`src/rtl/rc_column_lsu.sv`:
```
// rc_column_lsu: per-column load/store unit. Captures the data requests the
// RCs of one column raise in the same cycle, serialises them onto a single
// OBI-style memory port (lowest row first, one access outstanding), keeps a
// per-row indirect-address register and stalls the column until done.
module rc_column_lsu #(
    parameter int N_ROWS    = 4,
    parameter int DP_WIDTH  = 32,
    parameter int INC_WIDTH = 13
) (
    input  logic                          clk_i,
    input  logic                          rst_i,
    input  logic                          clr_addr_i,
    input  logic [N_ROWS-1:0]             rc_req_i,
    input  logic [N_ROWS-1:0]             rc_wen_i,
    input  logic [N_ROWS-1:0]             rc_ind_i,
    input  logic [N_ROWS*DP_WIDTH-1:0]    rc_add_i,
    input  logic [N_ROWS*DP_WIDTH-1:0]    rc_wdata_i,
    input  logic [N_ROWS*INC_WIDTH-1:0]   rc_add_inc_i,
    output logic [DP_WIDTH-1:0]           rc_rdata_o,
    output logic [N_ROWS-1:0]             rc_rvalid_o,
    output logic                          col_stall_o,
    output logic                          mem_req_o,
    input  logic                          mem_gnt_i,
    output logic                          mem_we_o,
    output logic [DP_WIDTH-1:0]           mem_addr_o,
    output logic [DP_WIDTH-1:0]           mem_wdata_o,
    input  logic [DP_WIDTH-1:0]           mem_rdata_i,
    input  logic                          mem_rvalid_i
);

    localparam int SEL_W = (N_ROWS > 1) ? $clog2(N_ROWS) : 1;

    typedef enum logic [1:0] {S_IDLE, S_REQ, S_RESP} state_t;

    state_t                                  state_q, state_d;
    logic [N_ROWS-1:0]                       pend_q, pend_d;
    logic [N_ROWS-1:0]                       wen_q, wen_d;
    logic [N_ROWS-1:0]                       ind_q, ind_d;
    logic [N_ROWS-1:0][DP_WIDTH-1:0]         add_q, add_d;
    logic [N_ROWS-1:0][DP_WIDTH-1:0]         wdata_q, wdata_d;
    logic [N_ROWS-1:0][INC_WIDTH-1:0]        inc_q, inc_d;
    logic [N_ROWS-1:0][DP_WIDTH-1:0]         addr_reg_q, addr_reg_d;

    logic [SEL_W-1:0]    sel;
    logic [N_ROWS-1:0]   sel_oh;
    logic                last_pending;
    logic                rvalid_hit;
    logic [DP_WIDTH-1:0] cur_addr;
    logic [DP_WIDTH-1:0] inc_ext;

    // Fixed-priority pick of the lowest pending row; stays valid through RESP
    // because the pending bit is only cleared on the response.
    always_comb begin
        sel = '0;
        for (int i = N_ROWS - 1; i >= 0; i--) begin
            if (pend_q[i]) sel = SEL_W'(i);
        end
    end

    assign sel_oh       = pend_q & ~(pend_q - N_ROWS'(1));
    assign last_pending = ((pend_q & ~sel_oh) == '0);
    assign rvalid_hit   = (state_q == S_RESP) && mem_rvalid_i;
    assign cur_addr     = ind_q[sel] ? addr_reg_q[sel] : add_q[sel];
    assign inc_ext      = {{(DP_WIDTH-INC_WIDTH){inc_q[sel][INC_WIDTH-1]}}, inc_q[sel]};

    // Memory port is driven only while a request is being offered.
    assign mem_req_o   = (state_q == S_REQ);
    assign mem_we_o    = mem_req_o ? wen_q[sel]   : 1'b0;
    assign mem_addr_o  = mem_req_o ? cur_addr     : '0;
    assign mem_wdata_o = mem_req_o ? wdata_q[sel] : '0;

    // Response is forwarded in the cycle it arrives so the RCs can advance
    // at the same edge the stall drops.
    assign rc_rvalid_o = rvalid_hit ? sel_oh : '0;
    assign rc_rdata_o  = rvalid_hit ? mem_rdata_i : '0;
    assign col_stall_o = ((state_q == S_IDLE) && (|rc_req_i)) ||
                         (state_q == S_REQ) ||
                         ((state_q == S_RESP) && !(mem_rvalid_i && last_pending));

    // Next-state: capture in IDLE, issue in REQ, retire in RESP.
    always_comb begin
        state_d    = state_q;
        pend_d     = pend_q;
        wen_d      = wen_q;
        ind_d      = ind_q;
        add_d      = add_q;
        wdata_d    = wdata_q;
        inc_d      = inc_q;
        addr_reg_d = addr_reg_q;
        case (state_q)
            S_IDLE: begin
                if (|rc_req_i) begin
                    pend_d  = rc_req_i;
                    wen_d   = rc_wen_i;
                    ind_d   = rc_ind_i;
                    add_d   = rc_add_i;
                    wdata_d = rc_wdata_i;
                    inc_d   = rc_add_inc_i;
                    state_d = S_REQ;
                end
            end
            S_REQ: begin
                if (mem_gnt_i) begin
                    addr_reg_d[sel] = cur_addr + inc_ext;
                    state_d         = S_RESP;
                end
            end
            S_RESP: begin
                if (mem_rvalid_i) begin
                    pend_d  = pend_q & ~sel_oh;
                    state_d = last_pending ? S_IDLE : S_REQ;
                end
            end
            default: state_d = S_IDLE;
        endcase
        // Kernel start overrides any same-cycle post-increment.
        if (clr_addr_i) addr_reg_d = '0;
    end

    // State and captured request registers.
    always_ff @(posedge clk_i) begin
        if (rst_i) begin
            state_q    <= S_IDLE;
            pend_q     <= '0;
            wen_q      <= '0;
            ind_q      <= '0;
            add_q      <= '0;
            wdata_q    <= '0;
            inc_q      <= '0;
            addr_reg_q <= '0;
        end else begin
            state_q    <= state_d;
            pend_q     <= pend_d;
            wen_q      <= wen_d;
            ind_q      <= ind_d;
            add_q      <= add_d;
            wdata_q    <= wdata_d;
            inc_q      <= inc_d;
            addr_reg_q <= addr_reg_d;
        end
    end

endmodule

```
`config.mk`:
```
export PLATFORM = sky130hd
export DESIGN_NAME = rc_column_lsu
export DESIGN_NICKNAME = d
export VERILOG_FILES = /design/src/rtl/rc_column_lsu.sv
export SDC_FILE = /design/constraint.sdc
export NUM_CORES = 1
export LEC_CHECK = 0
export BUFFER_PORTS_ARGS = -buffer_cell sky130_fd_sc_hd__buf_2
export CORE_AREA = 8 8 253 255
export DETAILED_ROUTE_END_ITERATION = 10
export DIE_AREA = 0 0 261 263
export MAX_ROUTING_LAYER = met4
export SLEW_MARGIN = 10
export SYNTH_ARGS = -nofsm -noshare
export SYNTH_HDL_FRONTEND = slang
export SYNTH_SLANG_ARGS = --single-unit
```
`constraint.sdc`:
```
create_clock -name clk_i -period 6.35 [get_ports clk_i]
set_input_delay 0.635 -clock clk_i [delete_from_list [all_inputs] [get_ports clk_i]]
set_output_delay 0.635 -clock clk_i [all_outputs]
set_load 0.01 [all_outputs]
```
# Yosys cells after proc, flatten, opt, wreduce, memory -nomap -nowiden
# Index checks and enable logic that the tools add are counted.
[totals]
regBits = 450
inputBits = 357
output_inout_bits = 103
word_cells = 83
[classes]
n_addsub = 2
magnitude_cmp = 2
n_eq_ne = 5
mux = 33
bitwise = 4
n_reduce_logical = 17
[op_table]
columns = ["operator", "n"]
rows = [
  ["$mux 32", 8],
  ["$bmux 32 s2", 3],
  ["$bwmux 128", 1],
  ["$demux 32 s2", 1],
  ["$add 32x32->32", 1],
  ["$bmux 13 s2", 1],
  ["$mux 2", 7],
  ["$mux 13", 1],
  ["$mux 4", 3],
  ["$and 4x4->4", 2],
  ["$not 4->4", 2],
  ["$pmux 4 s2", 1],
  ["$pmux 2 s3", 1],
  ["$reduce_and 3->1", 2],
  ["$logic_and 1x1->1", 5],
  ["$bmux 1 s2", 2],
  ["$logic_not 4->1", 1],
  ["$mux 1", 4],
  ["$ne 2x1->1 const B", 2],
  ["$reduce_and 2->1", 2],
  ["$reduce_or 4->1", 1],
  ["$sub 4x1->4 const B", 1],
  ["$lt 2x3->1 const B", 1],
  ["$eq 2x1->1 const B", 1],
  ["other kinds (8)", 9],
]

# Longest topological paths before layout
[logic_depth]
ltp_word = 10
depth_mapped = 22
mapped_depth_nobuf = 19

# Worst setup path after synthesis
# Ideal clock, no wire load.
[synth_path]
path_type = "reg2reg"
startpoint = "register pend_q[2]"
endpoint = "register addr_reg_q[126] (netlist name)"
setup_time_ns = 0.062
arrival_time_ns = 4.958
t_required_ns = 6.288
path_slack_ns = 1.329
stages_incl_launch_ff = 23
n_path_buf = 3
synth_period_minus_slack_ns = 5.021
cell_sequence = "dfxtp_1 > buf_6 > nor3b_2 > o31a_2 > nor2_4 > buf_2 > buf_1 > mux2i_1 > o221ai_1 > ha_1 > inv_1 > fa_1 > nor2b_1 > o21a_1 > o21ai_0 > a21oi_1 > o41ai_1 > or3_4 > a21oi_4 > a31oi_1 > o31a_1 > or4_1 > nand3_1"
[synth_via]
elab_chain_cells = 8
elab_cells_between_ends = 19
cone_classes = "add/sub: 1; order compare: 2; mux: 15; reduce/logical: 1"
[synth_lines]
columns = ["element", "line", "source"]
rows = [
  ["start: declaration", "36", "logic [N_ROWS-1:0] pend_q, pend_d;"],
  ["start signal: assignment", "133", "pend_q <= pend_d;"],
  ["$mux 2 (*) (3 in series)", "56", "if (pend_q[i]) sel = SEL_W'(i);"],
  ["$bmux 32 s2, or another cell as far along", "63", "assign cur_addr = ind_q[sel] ? addr_reg_q[sel] : add_q[sel];"],
  ["$mux 32 (implied by the code), or another cell as far along", "63", ""],
  ["$mux 32, on equally long branches", "63, 104", ""],
  ["$add 32x32->32 / $demux 32 s2 (equally long branches)", "104", "addr_reg_d[sel] = cur_addr + inc_ext;"],
  ["$bwmux 128 (*)", "104", ""],
  ["end signal: assignment", "139", "addr_reg_q <= addr_reg_d;"],
  ["end: declaration", "42", "logic [N_ROWS-1:0][DP_WIDTH-1:0] addr_reg_q, addr_reg_d;"],
]
# Every way passes the cells marked *; elsewhere a longest branch is shown, timed or not. The select of a mux whose other input is x is not followed.
# A chain may end at the register's enable or synchronous reset.

# Worst setup path after layout
[layout_path]
startpoint = "register pend_q[0]"
endpoint = "register addr_reg_q[29] (netlist name)"
[layout_via]
elab_chain_cells = 6
elab_cells_between_ends = 17
cone_classes = "add/sub: 1; order compare: 2; mux: 13; reduce/logical: 1"
[layout_lines]
columns = ["element", "line"]
rows = [
  ["$mux 2 (*)", "56"],
  ["$bmux 32 s2, or another cell as far along", "63"],
  ["$mux 32 (implied by the code), or another cell as far along", "63"],
  ["$mux 32, on equally long branches", "63, 104"],
  ["$add 32x32->32 / $demux 32 s2 (equally long branches)", "104"],
  ["$bwmux 128 (*)", "104"],
]
# Marks and branches as above.

==> impl_results.md <==
* Cell count of the worst hold path at 3
* Number of non-filler instances in the completed layout at 4,003
* Area used by sequential logic in the layout at 0.00901 sq mm
* Die Outline Area at 0.0686 sq mm
* Endpoints failing setup at 0
* Dpl cells at 3,874
* WHS Endpoint: inc_q[37]
* Residual overflow from global routing at 0
* Initial antenna violation count at 38
* RSZ-0062 raised after global routing: no
* Most used cells in the layout excluding fill and tap cells: 845 x sky130_fd_sc_hd__nand2_1, 458 x sky130_fd_sc_hd__buf_2, 457 x sky130_fd_sc_hd__a21oi_1, 450 x sky130_fd_sc_hd__dfxtp_1, 186 x sky130_fd_sc_hd__nor2_1
* Data required time at the worst endpoint at 6790 ps
* Register-to-Register Setup Slack at 660 ps
* Power density over the cells at 327 mW/mm^2
* Number of global-route vias before repair at 20.3k
* Fin Clk Skew at 16.2 ps
* Critical path endpoint category: register
* Port Buf Inserts at 459
* TritonCTS buffer count at 51
* Post-Synthesis Cells at 2,813
* First-pass iteration count of the detailed router at 7
* HPWL after detailed placement at 60.1 mm
* CP Data Arrival Time at 6130 ps
* Cells resized by post-CTS repair at 0
* Worst reg2reg path startpoint: pend_q[0]
* Design area at 0.0255 sq mm
* Crit-path max cell delay at 800 ps
* Class of the tightest hold or removal check: input port to register
* Row cnt at 90
* Sequential-to-total area share from yosys stat at 0.434
* Area of the multi-input gates at 0.0108 sq mm
* Horiz. Die Dim at 261 microns
* Final core occ at 0.425
* Layout cell share with drive strength beyond 1 at 0.201
* Fill cells at 6,366
* Setup slack after placement at 784 ps
* Highest clock rate at 0.176 GHz
* Core region area at 0.0599 sq mm
* Crit path time final at 5690 ps
* Number of unique standard cell types used by synthesis at 90
* Post-route antenna net violation count at 0
* Max-capacitance violation count at 0
* Yosys synthesis warning count at 0
* Cell area after placement at 0.0236 sq mm
* Total Neg Setup Slack at 0 ps
* Worst Setup Start Kind: register
* Average detailed-routed wire length per instance at 21.0 microns
* # H-tree levels at 2
* Maximum resistive drop on vdd at 0.000210 V
* Via/cell ratio at 5.32
* Endpoint of the most critical register-to-register path: addr_reg_q[29]
* Critical path start-end classification: register to register
* Global-route total usage across every layer at 0.241
* Buffers inserted by post-CTS timing repair at 0
* Worst reg-to-reg path cell count at 19
* Tightest Pin Transition at 1200 ps
* Leakage Power at 10.7 nW
* Worst hold margin at 249 ps
* Maximum net fanout on the critical path at 34
* Minimum setup slack in the final design at 660 ps
* Skew-Pair Late Insertion Delay at 620 ps
* Cell breakdown of the critical path: nor2_1, and2_2, buf_4, a222oi_1, nor2_1, nor3_1, inv_1, ha_1, a211oi_1, o21bai_1, o2111ai_1, a22oi_1, a211oi_1, a2111oi_4, or2_1, a31oi_1, o41ai_1, a311oi_2, a21oi_1
* CTS root buffer: sky130_fd_sc_hd__clkbuf_16
* Count of flip-flops with a built-in enable after synthesis at 0
* Slowest cell on the critical path: sky130_fd_sc_hd__dfxtp_1
* Async set-or-reset flop fraction in the synthesized netlist at 0
* IO Pins at 460
* Clock slew at reported path FFs at 60 ps
* Final clock period utilization by the worst path at 0.896
* Global-route wire length before repair at 126 mm
* Status: finished, final reports clean
* Slew HR at 0.202
* Net total in the final layout at 3,529
* Total DRC errors in the routed layout at 0
* Number of vias after detailed routing at 21.3k
* Most used flip-flop cell after synthesis: sky130_fd_sc_hd__dfxtp_1
* Clock tree from TritonCTS: built
* Effective utilization at floorplan at 0.347
* #FFs+latches synth at 450
* Maximum number of pins on one net before global-route repair at 225
* Maximum root-to-sink buffer count at 3
* Total power draw at 8.33 mW
* Total Wirelength at 84.1 mm
* Post-synthesis instance area at 0.0208 sq mm
* Clock sink total at 450
* Height of the die at 263 microns
* Routability-driven placement congestion ratio at 0.950
* Final-report max-slew violation count at 0
* Hold Vio Cnt, Final at 0
* Signed area change from the synthesized netlist to the final layout at 22.7%
* Average cell area after synthesis at 7.38 sq um
* Most common cell after layout, fill and taps aside: sky130_fd_sc_hd__nand2_1
* Detailed router's first-iteration violation count at 2,011
* Number of nets in the synthesized netlist at 3,197
* Hold bufs inserted after CTS at 0
* Worst hold path startpoint: rc_add_inc_i[37]
## worst max-delay path by stage
stage	start	end	slack [ps]	cells past startpoint
6_report	pend_q[0]	addr_reg_q[29]	660	19
5_1_grt	pend_q[0]	addr_reg_q[29]	200	19
4_1_cts	pend_q[0]	addr_reg_q[29]	740	19
3_5_place_dp	pend_q[0]	addr_reg_q[29]	780	19
3_3_place_gp	pend_q[0]	addr_reg_q[29]	890	19
2_1_floorplan	pend_q[2]	addr_reg_q[126]	1330	22
## power by group
part	switching [mW]	leakage [nW]	internal, mW	total (mW)
combinational	1.40	6.11	0.697	2.10
clock	1.26	0.862	1.83	3.09
sequential	0.135	3.69	3.01	3.14
## flip-flops by register name (all words and copies together), names as in the netlist
signal,count
add_q,128
addr_reg_q,128
wdata_q,128
inc_q,52
ind_q,4
state_q,2
wen_q,4
pend_q,4
## cell usage after synthesis, types with 7 or more instances
| cell | count | area [sq um] |
|---|---|---|
| sky130_fd_sc_hd__a211oi_1 | 37 | 278 |
| sky130_fd_sc_hd__a21o_1 | 16 | 120 |
| sky130_fd_sc_hd__a21oi_1 | 457 | 2290 |
| sky130_fd_sc_hd__a221o_1 | 7 | 70.1 |
| sky130_fd_sc_hd__a222oi_1 | 39 | 390 |
| sky130_fd_sc_hd__a31oi_1 | 24 | 150 |
| sky130_fd_sc_hd__and2_1 | 26 | 163 |
| sky130_fd_sc_hd__and3_1 | 38 | 238 |
| sky130_fd_sc_hd__buf_1 | 38 | 143 |
| sky130_fd_sc_hd__clkbuf_1 | 176 | 661 |
| sky130_fd_sc_hd__dfxtp_1 | 450 | 9010 |
| sky130_fd_sc_hd__ha_1 | 26 | 325 |
| sky130_fd_sc_hd__inv_1 | 23 | 86.3 |
| sky130_fd_sc_hd__mux2i_1 | 9 | 90.1 |
| sky130_fd_sc_hd__nand2_1 | 847 | 3180 |
| sky130_fd_sc_hd__nand2b_1 | 9 | 56.3 |
| sky130_fd_sc_hd__nand3_1 | 37 | 185 |
| sky130_fd_sc_hd__nand4_1 | 10 | 62.6 |
| sky130_fd_sc_hd__nor2_1 | 193 | 724 |
| sky130_fd_sc_hd__nor2b_1 | 8 | 50.1 |
| sky130_fd_sc_hd__nor3_1 | 67 | 335 |
| sky130_fd_sc_hd__o21a_1 | 13 | 97.6 |
| sky130_fd_sc_hd__o21ai_0 | 38 | 190 |
| sky130_fd_sc_hd__o22ai_1 | 66 | 413 |
| sky130_fd_sc_hd__or3_1 | 10 | 62.6 |
| sky130_fd_sc_hd__xnor2_1 | 23 | 201 |
| sky130_fd_sc_hd__xor2_1 | 8 | 70.1 |
## worst max-delay path, delay by kind of cell (launching register included)
kind,cells,cell delay (ps)
DFF,1,800
buffers and inverters,2,360
adders and majority gates,1,300
AOI/OAI and AO/OA,11,2720
and+or+nand+nor,5,1300
## kinds of logic (layout without fill, tap and decap cells)
family	count (synthesis)	count (layout)	synth area share
simple gates	1278	1278	0.257
fa+ha+maj	27	27	0.0166
buf+inv	254	623	0.0485
mux	12	12	0.00651
compound gates	760	760	0.223
xor+xnor	32	32	0.0139
flops	450	450	0.434
other cells	0	39	0
## per-layer routing
metal | part of all wire | global-route usage
met1 | 0.43 | 0.307
met5 | 0 | -
met2 | 0.46 | 0.371
met3 | 0.089 | 0.0645
met4 | 0.026 | 0.0718
## final cells by class
type,instances,share of cell area
Multi-Input combinational cell,2109,0.425
Sequential cell,450,0.354
Timing Repair Buffer,507,0.107
Clock buffer,72,0.0579
Tap cell,782,0.0384
Clock inverter,18,0.0111
Inverter,26,0.00393
Antenna cell,39,0.00383
No activity file was read; power rests on OpenSTA's default activity.
